## src/rtl/mem_access_stage.sv

```systemverilog
// MEM stage: single-outstanding req/ack data bus access plus MEM/WB writeback registers.
// Optional bus watchdog enabled with `define BUS_TIMEOUT_EN (TIMEOUT_CYCLES sets the limit).
module mem_access_stage #(
  parameter int unsigned TIMEOUT_CYCLES = 255
) (
  input  logic        clk,
  input  logic        rst,
  input  logic        valid_i,
  input  logic [4:0]  wd_i,
  input  logic        wreg_i,
  input  logic [31:0] wdata_i,
  input  logic [3:0]  mem_op_i,
  input  logic [31:0] mem_addr_i,
  input  logic [31:0] mem_data_i,
  output logic        stall_o,
  output logic [4:0]  wd_o,
  output logic        wreg_o,
  output logic [31:0] wdata_o,
  output logic        align_err_o,
  output logic        bus_req_o,
  output logic        bus_we_o,
  output logic [31:0] bus_addr_o,
  output logic [3:0]  bus_sel_o,
  output logic [31:0] bus_wdata_o,
  input  logic [31:0] bus_rdata_i,
  input  logic        bus_ack_i
);

  localparam logic [3:0] OP_LB  = 4'd1;
  localparam logic [3:0] OP_LBU = 4'd2;
  localparam logic [3:0] OP_LH  = 4'd3;
  localparam logic [3:0] OP_LHU = 4'd4;
  localparam logic [3:0] OP_LW  = 4'd5;
  localparam logic [3:0] OP_SB  = 4'd6;
  localparam logic [3:0] OP_SH  = 4'd7;
  localparam logic [3:0] OP_SW  = 4'd8;

  typedef enum logic {IDLE, BUSY} state_t;

  state_t      state, state_nxt;
  logic        is_load, is_store, is_mem, aligned;
  logic [3:0]  sel_nxt;
  logic [31:0] bwdata_nxt;
  logic        accept, done, timeout_hit;

  // Latched at accept so the access ignores any upstream change while stalled
  logic [3:0]  op_q;
  logic [1:0]  off_q;
  logic [4:0]  wd_q;
  logic        wreg_q;
  logic        is_load_q;
  logic [7:0]  rd_byte;
  logic [15:0] rd_half;
  logic [31:0] load_data;

  // Request decode: lane select, store replication and alignment
  // NOTE: every signal written here gets a default first so no latch is inferred.
  always_comb begin
    is_load    = 1'b0;
    is_store   = 1'b0;
    aligned    = 1'b1;
    sel_nxt    = 4'b0000;
    bwdata_nxt = 32'h0;
    case (mem_op_i)
      OP_LB, OP_LBU: begin
        is_load = 1'b1;
        sel_nxt = 4'b1000 >> mem_addr_i[1:0];
      end
      OP_LH, OP_LHU: begin
        is_load = 1'b1;
        aligned = ~mem_addr_i[0];
        sel_nxt = mem_addr_i[1] ? 4'b0011 : 4'b1100;
      end
      OP_LW: begin
        is_load = 1'b1;
        aligned = (mem_addr_i[1:0] == 2'b00);
        sel_nxt = 4'b1111;
      end
      OP_SB: begin
        is_store   = 1'b1;
        sel_nxt    = 4'b1000 >> mem_addr_i[1:0];
        bwdata_nxt = {4{mem_data_i[7:0]}};
      end
      OP_SH: begin
        is_store   = 1'b1;
        aligned    = ~mem_addr_i[0];
        sel_nxt    = mem_addr_i[1] ? 4'b0011 : 4'b1100;
        bwdata_nxt = {2{mem_data_i[15:0]}};
      end
      OP_SW: begin
        is_store   = 1'b1;
        aligned    = (mem_addr_i[1:0] == 2'b00);
        sel_nxt    = 4'b1111;
        bwdata_nxt = mem_data_i;
      end
      default: ;
    endcase
    is_mem = is_load | is_store;
  end

  assign accept = (state == IDLE) && valid_i && is_mem && aligned;
  assign done   = (state == BUSY) && bus_ack_i;

`ifdef BUS_TIMEOUT_EN
  localparam int CNT_W = (TIMEOUT_CYCLES > 255) ? $clog2(TIMEOUT_CYCLES + 1) : 8;
  logic [CNT_W-1:0] tmo_cnt;

  always_ff @(posedge clk or negedge rst) begin
    if (!rst) begin
      tmo_cnt <= '0;
    end else if (accept) begin
      tmo_cnt <= '0;
    end else if (state == BUSY && !bus_ack_i) begin
      tmo_cnt <= tmo_cnt + 1'b1;
    end
  end

  assign timeout_hit = (state == BUSY) && !bus_ack_i &&
                       (tmo_cnt == CNT_W'(TIMEOUT_CYCLES - 1));
`else
  assign timeout_hit = 1'b0;
`endif

  // State register
  always_ff @(posedge clk or negedge rst) begin
    if (!rst) state <= IDLE;
    else      state <= state_nxt;
  end

  // Next-state logic
  always_comb begin
    state_nxt = state;
    case (state)
      IDLE:    if (accept) state_nxt = BUSY;
      BUSY:    if (done || timeout_hit) state_nxt = IDLE;
      default: state_nxt = IDLE;
    endcase
  end

  // Output logic: ack->stall is a deliberate combinational path so upstream advances on the ack edge
  always_comb begin
    stall_o = 1'b0;
    if (rst) begin
      case (state)
        IDLE:    stall_o = accept;
        BUSY:    stall_o = !bus_ack_i && !timeout_hit;
        default: stall_o = 1'b0;
      endcase
    end
  end

  // Load data extraction, big-endian lane order
  assign is_load_q = (op_q >= OP_LB) && (op_q <= OP_LW);
  assign rd_byte   = 8'(bus_rdata_i >> {~off_q, 3'b000});
  assign rd_half   = off_q[1] ? bus_rdata_i[15:0] : bus_rdata_i[31:16];

  always_comb begin
    case (op_q)
      OP_LB:   load_data = {{24{rd_byte[7]}}, rd_byte};
      OP_LBU:  load_data = {24'h0, rd_byte};
      OP_LH:   load_data = {{16{rd_half[15]}}, rd_half};
      OP_LHU:  load_data = {16'h0, rd_half};
      default: load_data = bus_rdata_i;
    endcase
  end

  // Datapath, writeback and bus registers
  // NOTE: sequential state uses non-blocking assignments only, so every register samples pre-edge values.
  always_ff @(posedge clk or negedge rst) begin
    if (!rst) begin
      wd_o        <= '0;
      wreg_o      <= 1'b0;
      wdata_o     <= '0;
      align_err_o <= 1'b0;
      bus_req_o   <= 1'b0;
      bus_we_o    <= 1'b0;
      bus_addr_o  <= '0;
      bus_sel_o   <= '0;
      bus_wdata_o <= '0;
      op_q        <= '0;
      off_q       <= '0;
      wd_q        <= '0;
      wreg_q      <= 1'b0;
    end else begin
      align_err_o <= 1'b0;
      case (state)
        IDLE: begin
          if (!valid_i) begin
            wreg_o <= 1'b0;
          end else if (!is_mem) begin
            wd_o    <= wd_i;
            wreg_o  <= wreg_i;
            wdata_o <= wdata_i;
          end else if (!aligned) begin
            wreg_o      <= 1'b0;
            align_err_o <= 1'b1;
          end else begin
            wreg_o      <= 1'b0;
            bus_req_o   <= 1'b1;
            bus_we_o    <= is_store;
            bus_addr_o  <= {mem_addr_i[31:2], 2'b00};
            bus_sel_o   <= sel_nxt;
            bus_wdata_o <= bwdata_nxt;
            op_q        <= mem_op_i;
            off_q       <= mem_addr_i[1:0];
            wd_q        <= wd_i;
            wreg_q      <= wreg_i;
          end
        end
        BUSY: begin
          if (done) begin
            bus_req_o <= 1'b0;
            wd_o      <= wd_q;
            wreg_o    <= is_load_q ? wreg_q : 1'b0;
            if (is_load_q) wdata_o <= load_data;
          end else if (timeout_hit) begin
            bus_req_o   <= 1'b0;
            wreg_o      <= 1'b0;
            align_err_o <= 1'b1;
          end
        end
        default: ;
      endcase
    end
  end

endmodule

```

## config.mk

```make
export PLATFORM = sky130hd
export DESIGN_NAME = mem_access_stage
export DESIGN_NICKNAME = d
export VERILOG_FILES = /design/src/rtl/mem_access_stage.sv
export SDC_FILE = /design/constraint.sdc
export NUM_CORES = 1
export LEC_CHECK = 0
export ABC_AREA = 1
export BUFFER_PORTS_ARGS = -buffer_cell sky130_fd_sc_hd__buf_2
export CAP_MARGIN = 10
export CORE_MARGIN = 5
export CORE_UTILIZATION = 45
export DETAILED_ROUTE_END_ITERATION = 10
export PLACE_DENSITY = 0.76
export SETUP_SLACK_MARGIN = 0.02
export SYNTH_ARGS = -nofsm -noshare
export SYNTH_HDL_FRONTEND = slang
export SYNTH_SLANG_ARGS = --single-unit
```

## constraint.sdc

```tcl
create_clock -name clk -period 3 [get_ports clk]
set_input_delay 0.45 -clock clk [delete_from_list [all_inputs] [get_ports clk]]
set_output_delay 0.45 -clock clk [all_outputs]
set_load 0.1 [all_outputs]
```

Word-level counts from Yosys, hierarchy flattened
Index checks and enable logic that the tools add are counted.
Widths: inputs -> output; s select.
{"block": "word_totals", "register_bits": 120, "inputBits": 142, "elab_cells": 92}
{"block": "classes", "n_eq_ne": 18, "order_cmp": 2, "muxes": 36, "reduce_logical": 16, "bitwise_logic": 4, "n_shift": 2}
{"op": "$mux 32", "count": 4}
{"op": "$pmux 32 s4", "count": 1}
{"op": "$pmux 32 s3", "count": 1}
{"op": "$pmux 32 s2", "count": 1}
{"op": "$shr 32x5->8", "count": 1}
{"op": "$eq 4x3->1 const B", "count": 5}
{"op": "$eq 4x2->1 const B", "count": 4}
{"op": "$mux 1", "count": 16}
{"op": "$mux 16", "count": 1}
{"op": "$mux 5", "count": 3}
{"op": "$pmux 1 s2", "count": 6}
{"op": "$pmux 4 s3", "count": 1}
{"op": "$reduce_and 4->1", "count": 3}
{"op": "$pmux 5 s2", "count": 1}
{"op": "$reduce_or 3->1", "count": 3}
{"op": "$eq 4x1->1 const B", "count": 2}
{"op": "$ne 2x2->1 const B", "count": 4}
{"op": "$logic_and 1x1->1", "count": 5}
{"op": "$reduce_or 5->1", "count": 1}
{"op": "$eq 4x4->1 const B", "count": 1}
{"op": "$ge 4x1->1 const B", "count": 1}
{"op": "$le 4x3->1 const B", "count": 1}
{"op": "$mux 4", "count": 1}
{"op": "$ne 2x1->1 const B", "count": 2}
{"op": "8 further kinds", "count": 9}

Logic depth before layout (Yosys ltp)
Gate-level depths: netlist of the first run.
{"block": "logic_depth", "word_depth": 8, "ltp_mapped": 13}

Least setup slack after synthesis of the first run
No wires, ideal clock.
{"block": "synth_timing", "path_kind": "input port to output port", "start": "in mem_op_i[0]", "end": "out stall_o", "cell_stages": 10, "path_slack_ps": -881, "n_path_buf": 1, "arrival_ps": 3431, "t_required_ps": 2550, "cell_sequence": "nand2_1 -> clkinv_1 -> nand2_1 -> nand3_2 -> nor2_1 -> nor2_1 -> nand2_2 -> nand2_2 -> buf_6 -> a21boi_0"}
{"block": "synth_via", "elab_chain_cells": 8, "word_cells_on_any_way": 20}
{"element": "start: declaration", "line": "12", "source": "input logic [3:0] mem_op_i,"}
{"element": "$eq 4x3->1 (tied with other cells)", "line": "64", "source": "case (mem_op_i)"}
{"element": "$reduce_or 5->1 (no line) / $reduce_or 3->1 (equally long branches)"}
{"element": "$mux 1", "line": "64"}
{"element": "$or 1x1->1", "line": "98", "source": "is_mem = is_load | is_store;"}
{"element": "$logic_and 1x1->1", "line": "101", "source": "assign accept = (state == IDLE) && valid_i && is_mem && aligned;"}
{"element": "$logic_and 1x1->1 *", "line": "101"}
{"element": "$pmux 1 s2 *", "line": "144", "source": "case (state)"}
{"element": "$mux 1 *", "line": "143", "source": "if (rst) begin"}
{"element": "end: declaration", "line": "15", "source": "output logic stall_o,"}
Mark *: on every way between the ends. The rest lies on a longest branch, timed or not.

Worst setup path in the final report of the first run
{"block": "layout_timing", "start": "reg state", "end": "out stall_o"}
{"block": "layout_via", "elab_chain_cells": 6}
{"element": "start: declaration", "line": "40", "source": "state_t state, state_nxt;"}
{"element": "start signal: assignment", "line": "127", "source": "else state <= state_nxt;"}
{"element": "$not 1->1 (no line)"}
{"element": "$logic_and 1x1->1 (3 in a row)", "line": "101"}
{"element": "$pmux 1 s2 *", "line": "144"}
{"element": "$mux 1 *", "line": "143"}
Marks and branches as above.

==> metrics.txt, run 1 <==
cell with the most instances after synthesis=nand2_1; initial antenna violation count=0; Peak VDD IR=a little over 700 µV; required time of the critical path=2.55 ns; Mapped Avg Cell Area=6.96 µm²; Reg power frac=roughly a quarter; Final Max Tran Viols=0; Routed WL=21700 µm; fillers=1396; Yosys Warn Count=0; layout cells sized above 1=26.2%; Die Footprint=roughly 17000 µm²; unrepaired setup endpoints after global routing=false; pre-CTS WS=0.814 ns; port bufs=between 200 and 250; Max-cap violations=0; cells along the critical path=inv_1 > buf_4 > nand2_1 > nor2_4 > nand2_4 > a21boi_2 > buf_12; run status=complete, no violations; CP max-delay cell=dfrtp_2; skew final=0.0174 ns; final hold violation count=0; mapped cell area=6610 µm²; CP Capture Type=output pin; WP buf/inv=3; die height=131 µm; Crit Path Category=reg2out; Iter 0 DRT Violations=697; design area=8550 µm²; maximum fanout along the worst path=20; Synth top area share=between 40% and 50%; Clk pwr share=21.4%; slowest stage delay, CP=about 0.40 ns; RePlAce Congestion=0.942; Synth top cells by count=nand2_1, dfrtp_1, nand3_1; Hold-fix buffers, CTS=0; Final Setup Violations=0; Design Power=10.3 mW; main area contributors after synthesis=dfrtp_1, nand2_1, nand3_1; critical path arrival=1.92 ns; fin util=59.0%; remaining routing DRC violations=0; Setup crit start kind=flip-flop; Site Rows=44; share of the yosys chip area belonging to registers=45.4%; dominant cell type by area after synthesis=dfrtp_1; Comb pwr share=55.0%; die width=131 µm; Via density=5.20; first-pass GRT wire length=35400 µm; Initial Util=45.6%; pwr dens=roughly 1200 nW/µm²; Slew @ Worst Pin=0.986 ns; # IOs=252; diodes inserted=0; Detail Route Antenna Nets=0; DR vias=7130; Max clock buf depth=2; setup ws final=between 0.6 and 0.7 ns; Post-CTS Resized=0; Tot GR Track Use=24.9%; fin nets=1317; P&R area growth vs syn=29.4%; register area=3000 µm²; CTS tree=yes; total gr overflow=0; Post-Synthesis Cells=949; placed inst area=roughly 8000 µm²; largest net degree at the start of global routing=~110; footprint of the multi-input gates=3120 µm²; fin crit share=between 70% and 80%; clk slew on worst S/H paths=0.06 ns; leakage power=4.96 nW; Core ar.=14500 µm²; Sum Neg Setup Slack=0 ns; Inserted Clock Buffers=17; Root Driver=clkbuf_16; flops & latches, synth=120; Synth Flop Type=dfrtp_1; Final min period=2.37 ns; Max Freq=422 MHz; Post-synth EDFFs=0; Hold Crit Class=in2async; Post-synth ARST share=100%; Sw Ratio=a little under three fifths; Routed WL per cell=roughly 16 µm; clk_lat worst skew=between 0.4 and 0.5 ns; NetSw=5.90 mW; family with the most delay on the worst path=buffers and inverters; postcts setup bufs=0; vias in the first global route=6946; CTS H-tree depth=4; slew margin rel.=34.2%; Synth cell types=26; clk sinks=120; P_int=between 4 and 5 mW; TritonRoute pass-1 iters=6; HPWL Detailed=15900 µm
==> metal layers <==
metal	vias to the layer above	part of all wire (%)	GRT usage [%]
li1	3486	-	-
met5	-	0	0
met1	3218	40	31.7
met2	383	47	40.2
met4	0	3.0	8.83
met3	43	9.9	7.72
==> worst reg2reg max path, stage by stage, from the launching register on <==
cell     delay [ns]
dfrtp_1        0.65
inv_1          0.35
nand3_1        0.17
nand2_1        0.08
nand2_2        0.17
nand2_2        0.23
nor2_1         0.16
nor2_1         0.06
nand2_1        0.07
nand2_1        0.05
==> power groups by stage <==
| stage | Sequential (mW) | Clock, mW | Combinational (mW) |
|---|---|---|---|
| floorplan | 5.77 | 0 | 1.31 |
| global placement | 2.45 | 0 | 5.65 |
| finish | 2.44 | 2.21 | 5.68 |
| CTS | 2.44 | 2.25 | 5.70 |
| detailed placement | 2.45 | 0 | 5.69 |
| global route | 2.51 | 2.33 | 5.99 |
==> worst paths after layout <==
path	start	endpoint	slack [ns]	depth (start not counted)
worst min-delay path	rst	wdata_o[2]	0.15	2
worst min register to register	bus_addr_o[12]	bus_addr_o[12]	0.47	2
min in group clk	mem_addr_i[18]	bus_addr_o[18]	0.25	3
max in group asynchronous	rst	state	2.00	2
worst max register to register	off_q[0]	wdata_o[23]	0.89	9
worst max-delay path	state	stall_o	0.63	7
==> registers in the layout, indices dropped and copies added (netlist names), 2 cells and up <==
| signal | flops |
|---|---|
| bus_addr_o | 30 |
| bus_sel_o | 4 |
| bus_wdata_o | 32 |
| off_q | 2 |
| op_q | 4 |
| wd_o | 5 |
| wd_q | 5 |
| wdata_o | 32 |
==> cells by family after synthesis <==
family | Yosys count | share of synthesized area (%)
AO/OA/AOI/OAI | 132 | 10.6
buffers and inverters | 106 | 7.52
flip-flops | 120 | 45.4
other | 1 | 0.0568
AND/OR/NAND/NOR | 590 | 36.4
==> layout by cell type, fill, tap and decap left out, types with 3 or more instances in the layout <==
cell type and instances:
nand2_2 7, nand4_1 11, inv_1 47, o22ai_1 7, o21ai_1 31, dfrtp_1 119
o21ai_0 62, clkbuf_16 17, buf_2 247, a21oi_1 20, inv_2 3, nand3_1 88
bufinv_16 4, buf_4 11, inv_6 5, a21o_1 8, nor2_1 55, nand2_1 421
clkinv_4 3
==> layout make-up <==
class,instances,area share (%)
inverters,52,2.28
multi-input cells,724,36.5
repair buffers,260,15.9
well taps,184,2.69
flip-flops and latches,120,35.1
clock buffers,17,4.98
clock inverters,15,2.50
==> metrics by stage <==
| stage | std cells | hold slack, ns |
|---|---|---|
| floorplan | 950 | 0.154 |
| global placement | 1340 | 0.449 |
| detailed placement | 1340 | 0.453 |
| CTS | 1372 | 0.183 |
| global route | 1372 | 0.209 |
| finish | 1372 | 0.152 |
Note: power is estimated with default switching activity, not from simulation.
==> inputs of run 2 (changes only) <==
- clock period: 3 -> 2.25 ns (I/O delays scaled with it)
==> run 2 against run 1 <==
  * Final cell count up 0.73%
  * First-iteration DRC count shrank 20%
  * Sequential power up 32%
  * Sequential share of layout area shrank 0.22 points
  * Cell area up 0.63%
  * Clock power grew 23%
  * Combinational power grew 36%
  * Core utilization rose by 0.37 points
  * Total power grew 32%
  * Largest cell class unchanged
==> metrics.txt, run 2 (synthesis gave the netlist of run 1 again) <==
Max clock buf depth=2 (unchanged); maximum fanout along the worst path=19 (-5.0%); Core ar.=14500 µm² (unchanged); Routed WL=21600 µm (-0.58%); Tot GR Track Use=24.8% (-0.087 points); Reg power frac=23.6% (about the same); Inserted Clock Buffers=17 (unchanged); Final min period=2.00 ns; TritonRoute pass-1 iters=5 (-1); Final Setup Violations=0 (unchanged); fin nets=1327 (+0.76%); clk_lat worst skew=0.42 ns (about the same); # IOs=252 (unchanged); layout cells sized above 1=26.8% (+0.62 points); critical path arrival=1.66 ns (-0.26 ns); Die Footprint=17200 µm² (unchanged); Slew @ Worst Pin=0.659 ns (-0.327 ns); unrepaired setup endpoints after global routing=false; Sum Neg Setup Slack=0 ns (unchanged); Routed WL per cell=15.6 µm (-1.3%); Hold-fix buffers, CTS=0 (unchanged); most common cell after layout, fill and taps aside=nand2_1; remaining routing DRC violations=0 (unchanged); P&R area growth vs syn=30.2%; FF-to-FF setup slack=0.33 ns (-0.56 ns); pwr dens=1580 nW/µm² (+31%); fin crit share=88.7%; HPWL Detailed=15700 µm (-1.3%); diodes inserted=0 (unchanged); Final Max Tran Viols=0 (unchanged); Site Rows=44 (unchanged); Largest regs=bus_wdata_o x32, wdata_o x32, bus_addr_o x30; die width=131 µm (unchanged); Clk pwr share=19.9% (-1.5 points); setup ws final=0.254 ns (-0.379 ns); Post-CTS Resized=0 (unchanged); run status=complete, no violations; required time of the critical path=1.91 ns (-0.64 ns); CTS H-tree depth=4 (unchanged); design area=8600 µm² (+0.63%); P_int=5.68 mW (+28%); port bufs=249 (unchanged); skew final=0.00781 ns (-0.00961 ns); Crit Path Category=reg2out; initial antenna violation count=1 (+1); CP Capture Type=output pin; RePlAce Congestion=0.933 (-1.0%); cell total after placement=1350 (+0.75%); worst hold slack=0.0557 ns (-0.0963 ns); first-pass GRT wire length=35200 µm (-0.49%); total gr overflow=0 (unchanged); clk sinks=120 (unchanged); Worst R2R Path Depth=9 (unchanged); die height=131 µm (unchanged); vias in the first global route=6888 (-0.84%); final std cells w/o fill=1382 (+0.73%); Peak VDD IR=997 µV (+40%); Sw Ratio=58.4% (+1.4 points); final hold violation count=0 (unchanged); Via density=5.14 (-1.1%); postcts setup bufs=0 (unchanged); Root Driver=clkbuf_16; Detail Route Antenna Nets=0 (unchanged); CTS tree=yes; most frequent cells in the layout=nand2_1, buf_2, dfrtp_1; Initial Util=45.6% (unchanged); NetSw=7.96 mW (+35%); leakage power=4.99 nW (+0.73%); largest net degree at the start of global routing=121 (+8.0%); Setup crit start kind=flip-flop; Comb pwr share=56.5% (+1.5 points); Max-cap violations=0 (unchanged); DR vias=7104 (-0.36%); clk slew on worst S/H paths=0.06 ns (about the same); slew margin rel.=56.1% (+22 points); placed inst area=8020 µm² (+1.4%); Max Freq=about 500 MHz; Iter 0 DRT Violations=559 (-20%); Hold Crit Class=in2async; pre-CTS WS=0.234 ns (-0.580 ns)
## run 2: path summary, 6_finish.rpt
check,to,start
worst max-delay path,stall_o,state
worst min-delay path,wdata_o[0],rst
max in group asynchronous,state,rst
worst max register to register,wdata_o[25],op_q[3]
worst min register to register,bus_addr_o[11],bus_addr_o[11]
min in group clk,bus_addr_o[30],mem_addr_i[30]
## run 2: power groups by stage
stage                     Sequential [mW]  Clock, mW  Combinational, mW
after floorplan                      7.70          0               1.75
after global placement               3.23          0               7.65
after detailed placement             3.23          0               7.71
after CTS                            3.22       2.76               7.72
after global routing                 3.31       2.87               8.09
final                                3.22       2.71               7.70
## run 2: stage by stage
step	util (%)	power [mW]
global route	59.4	14.3
floorplan	-	9.44
detailed placement	55.4	10.9
CTS	59.4	13.7
finish	59.4	13.6
global placement	55.4	10.9
## run 2: layout make-up
| type | instances | area, µm² |
|---|---|---|
| Clock buffer | 17 | 425 |
| Timing Repair Buffer | 270 | 1460 |
| Tap cell | 184 | 230 |
| Fill cell | 1396 | 5880 |
| Inverter | 52 | 195 |
| Clock inverter | 15 | 160 |
| Multi-Input combinational cell | 724 | 3130 |
| Sequential cell | 120 | 3000 |
## run 2: routing by layer
metal,wire [µm],track usage [%],vias up
li1,-,-,3505
met3,2060,7.80,38
met5,7,0,-
met1,8850,31.2,3237
met2,10100,39.8,322
met4,616,10.0,2
## run 2: worst max-delay path: stages (launching register included)
cell	delay, ns
dfrtp_2	0.35
inv_1	0.05
buf_4	0.20
nor2_1	0.15
inv_1	0.12
a21boi_4	0.18
buf_12	0.19
